**src/rtl/voter_if_unit.sv**
```systemverilog
// voter_if_unit: registered ballot tally. Counts the yes votes in I and
// registers the count together with majority/tie flags one clock after a
// valid ballot. Results hold while idle; only out_valid drops.
module voter_if_unit #(
    parameter int unsigned N_VOTERS = 4,
    parameter int unsigned CNT_W    = 3
) (
    input  logic                clk,
    input  logic                rst_n,
    input  logic                in_valid,
    input  logic [N_VOTERS-1:0] I,
    output logic                out_valid,
    output logic [CNT_W-1:0]    O,
    output logic                majority,
    output logic                tie
);

    localparam logic [CNT_W-1:0] HALF    = CNT_W'(N_VOTERS / 2);
    localparam bit               IS_EVEN = (N_VOTERS % 2) == 0;

    logic [CNT_W-1:0] count;
    logic             maj_next;
    logic             tie_next;

    // Popcount of the presented ballot and flag decode from that count
    always_comb begin
        count = '0;
        for (int unsigned k = 0; k < N_VOTERS; k++) begin
            count = count + CNT_W'(I[k]);
        end
        maj_next = (count > HALF);
        tie_next = IS_EVEN && (count == HALF);
    end

    // Result registers: load on a valid ballot, hold otherwise
    always_ff @(posedge clk or negedge rst_n) begin
        if (!rst_n) begin
            out_valid <= 1'b0;
            O         <= '0;
            majority  <= 1'b0;
            tie       <= 1'b0;
        end else begin
            out_valid <= in_valid;
            if (in_valid) begin
                O        <= count;
                majority <= maj_next;
                tie      <= tie_next;
            end
        end
    end

endmodule

```
**config.mk**
```make
export PLATFORM = sky130hd
export DESIGN_NAME = voter_if_unit
export DESIGN_NICKNAME = d
export VERILOG_FILES = /design/src/rtl/voter_if_unit.sv
export SDC_FILE = /design/constraint.sdc
export NUM_CORES = 1
export LEC_CHECK = 0
export CAP_MARGIN = 20
export CORE_AREA = 2 2 39 41
export CTS_CLUSTER_SIZE = 16
export DETAILED_ROUTE_END_ITERATION = 8
export DIE_AREA = 0 0 41 43
export SLEW_MARGIN = 20
export SYNTH_ARGS = -nofsm -noshare
export SYNTH_HDL_FRONTEND = slang
export SYNTH_SLANG_ARGS = --single-unit
```
**constraint.sdc**
```tcl
create_clock -name clk -period 1.25 [get_ports clk]
set_input_delay 0.25 -clock clk [delete_from_list [all_inputs] [get_ports clk]]
set_output_delay 0.25 -clock clk [all_outputs]
set_load 0.02 [all_outputs]
```
Word level (Yosys, flattened, before mapping)
Index checks and enable logic that the tools add are counted.
{ "totals": {"input_bits": 7, "output_inout_bits": 6, "regBits": 6} }
{ "classes": {"n_lt_le_gt_ge": 1, "addsub": 3, "n_eq_ne": 1} }
{ "op_table": {"columns": ["operator", "n"], "rows": [
  ["$add 2x1->3", 1],
  ["$add 3x1->3", 1],
  ["$eq 3x2->1 const B", 1],
  ["$gt 3x2->1 const B", 1],
  ["$add 1x1->2", 1]
]} }

Depth between registers and ports, before layout
{ "depth": {"word_depth": 4, "depth_mapped": 6, "depth_no_buf": 6} }

Worst setup path before layout
Ideal clock, no wire load.
{ "synth_path": {"path_type": "input to register", "startpoint": "in I[0]", "endpoint": "reg tie", "path_slack_ps": -441, "path_stages": 5, "n_path_buf": 0, "required_time_ps": 1125, "arrival_ps": 1567, "setup_time_ps": 125, "cell_sequence": "fa_1 ha_1 ha_1 nor3b_1 mux2_2"} }
{ "synth_via": {"elab_chain_cells": 4} }
{ "synth_rtl": {"columns": ["element", "line_no", "rtl"], "rows": [
  ["start, declared", "11", "input logic [N_VOTERS-1:0] I,"],
  ["$add 1x1->2", "29", "count = count + CNT_W'(I[k]);"],
  ["$add 2x1->3", "29", null],
  ["$add 3x1->3", "29", null],
  ["via count[1]", "21", "logic [CNT_W-1:0] count;"],
  ["$eq 3x2->1", "32", "tie_next = IS_EVEN && (count == HALF);"],
  ["end signal, assigned", "47", "tie <= tie_next;"],
  ["end, declared", "15", "output logic tie"]
]} }
The timed path passes the listed nets, and every way through them passes these cells.
A chain may end at the register's enable or synchronous reset.

Worst setup path after layout
{ "layout_path": {"startpoint": "in I[1]", "endpoint": "reg tie"} }
The elaborated chain is that of the path after synthesis.

==> impl_metrics.json <==
{
  "p_sw_uw": 200,
  "synth.avg_cell_area_um2": 14.2,
  "yosys_warnings": 0,
  "finalSetupViolCount": 5,
  "cts_tree": "yes",
  "drive_gt1_share_pct": 48.6,
  "ctsHoldBuffers": 0,
  "firstDrtPassIters": 1,
  "post-route-period-util_pct": 123,
  "grt_first_pass_wirelength_um": 1120,
  "viasPerCell": 4.21,
  "met1_length_um": 275,
  "yosysUniqueCellTypes": 8,
  "detail-route-antenna-nets": 0,
  "ff2ff_path_depth": 1,
  "clk_path_buf_depth": 2,
  "route.met3.wl_um": 87,
  "ios": 13,
  "pwr-share-seq_pct": 36.4,
  "n_antenna_cell": 0,
  "clk_pin_slew_worst_paths_ns": 0.05,
  "cts-buffers-inserted": 3,
  "route.detailed.drc": 0,
  "rrSetupSlack_ns": 0.48,
  "clock_skew_ns": 0,
  "cts_root_buf": "clkbuf_4",
  "placed_area_um2": 469,
  "post-place-ws_ns": -0.946,
  "maxSlewViolCount": 0,
  "layout_common_cells": "dfrtp_1, dlygate4sd2_1",
  "dieArea_um2": 1760,
  "power_uw": 672,
  "core_area_um2": 1380,
  "drt_iter0_markers": 0,
  "min_path_type": "input port to async pin",
  "hpwlAfterDp_um": 522,
  "failed_checks": "setup timing",
  "hold_viol_final": 0,
  "vias": 223,
  "clock_power_share_pct": 26.7,
  "insertion_delay_ns": 0.24,
  "final_nets": 50,
  "routed_wl_um": 678,
  "top_layer_used": "met3",
  "ys_seq_area_share_pct": 52.9,
  "die_y_um": 43,
  "critPathMaxFanout": 2,
  "syn-num-nets": 31,
  "min_period_ns": 1.54,
  "rows": 14,
  "gp_congestion": 0.635,
  "end_kind": "flop",
  "internal-power_uw": 472,
  "start_util_pct": 20.5,
  "worst_slew_pin_slew_ns": 0.284,
  "die_w_um": 41,
  "design_area_um2": 512,
  "syn_area_um2": 284,
  "io_buffers": 12,
  "cp_data_arrival_time_ns": 1.67,
  "worst_slack_ns": -0.288,
  "swShare_pct": 29.7,
  "overflow": 0,
  "vdd_drop_max_mv": 0.612,
  "power_frac_comb_pct": 37.0,
  "area_growth_pct": 80.2,
  "p_leak_nw": 0.244,
  "nFillCells": 136,
  "numClockSinks": 6,
  "antenna_found_initial": 0,
  "wl_per_cell_um": 12.8,
  "worstSetupPathType": "input port to flop",
  "dr_wl_met2_um": 316,
  "drv_cap": 0,
  "cts_htree_levels": 1,
  "grt_max_degree": 7,
  "slew_headroom_pct": 81.0,
  "netlist_instances": 20,
  "status": "finished with violations",
  "synth_seq_cells": 6,
  "powerDensity_nw_per_um2": 1310,
  "track_usage_pct": 10.3,
  "cp-start-kind": "input port",
  "r2r_end": "tie",
  "grt_pass1_vias": 261,
  "worstPathRequired_ns": 1.38,
  "worstReg2RegStart": "tie",
  "max_freq_mhz": 650,
  "rsz0062_at_grt": "true"
}
[worst max-delay path: stages]
cell and delay [ns]:
buf_6 0.09, fa_2 0.59, ha_4 0.14, ha_4 0.19, nor3b_4 0.15, mux2_4 0.25
[through the flow]
stage                     TNS [ns]  instances  utilization (%)  hold WS, ns
after floorplan              -1.29         20                -      -0.0456
after global placement       -3.65         49             33.9        0.497
after detailed placement     -3.92         49             33.9        0.502
after CTS                   -0.813         53             37.0        0.251
after global routing        -0.760         53             37.0        0.255
final                       -0.710         53             37.0        0.244
[flip-flops by register name, summed over array words and instances (netlist names)]
signal and flops:
majority 1, tie 1, O 3, out_valid 1
[power by group through the flow]
stage          logic [mW]  clock network (mW)  registers (mW)
4_1_cts             0.255               0.189           0.245
3_5_place_dp        0.246                   0           0.247
5_1_grt             0.269               0.207           0.248
3_3_place_gp        0.237                   0           0.247
6_report            0.248               0.179           0.244
2_1_floorplan      0.0836                   0           0.288
[layer usage]
metal / vias to the layer above / GRT usage [%]
met5: - / 0
met4: 0 / 6.00
met3: 0 / 5.24
met2: 15 / 12.5
met1: 107 / 14.2
li1: 101 / -
[synthesized netlist by cell type (all sizes together)]
| cell type | number | share of area [%] |
|---|---|---|
| dfrtp | 6 | 53 |
| fa | 1 | 7.0 |
| ha | 3 | 13 |
| inv | 3 | 4.0 |
| mux2 | 4 | 16 |
| nand2b | 1 | 2.2 |
| nor3b | 1 | 2.6 |
| o22ai | 1 | 2.2 |
[layout make-up]
| class | count | area, um2 | share of cell area (%) |
|---|---|---|---|
| Inverter | 3 | 11.3 | 2.20 |
| Clock buffer | 3 | 22.5 | 4.40 |
| Tap cell | 16 | 20.0 | 3.91 |
| Sequential cell | 6 | 150 | 29.3 |
| Timing Repair Buffer | 14 | 125 | 24.4 |
| Multi-Input combinational cell | 11 | 183 | 35.7 |
[how the worst max path moves through the flow]
stage          startpoint   to  slack [ns]  depth (start not counted)
6_report             I[1]  tie       -0.29                          6
5_1_grt              I[1]  tie       -0.30                          6
3_5_place_dp         I[0]  tie       -0.95                          6
4_1_cts              I[3]  tie       -0.32                          6
3_3_place_gp         I[0]  tie       -0.88                          6
2_1_floorplan        I[0]  tie       -0.41                          5
[logic make-up (layout without fill, tap and decap cells)]
kind of cell / after synthesis / after routing / synth area share (%)
AOI/OAI and AO/OA: 1 / 1 / 2.20
adders and majority gates: 4 / 4 / 20.3
DFF: 6 / 6 / 52.9
buffers and inverters: 3 / 20 / 3.96
and+or+nand+nor: 2 / 2 / 4.85
muxes: 4 / 4 / 15.9
[timing repair]
action                     4_1_cts  5_1_grt
hold endpoints to repair         0        0
gates resized for setup         25        0
setup endpoints to repair       11        5
setup buffers                    1        0
pin swaps                        4        3
Note: power is estimated with default switching activity, not from simulation.
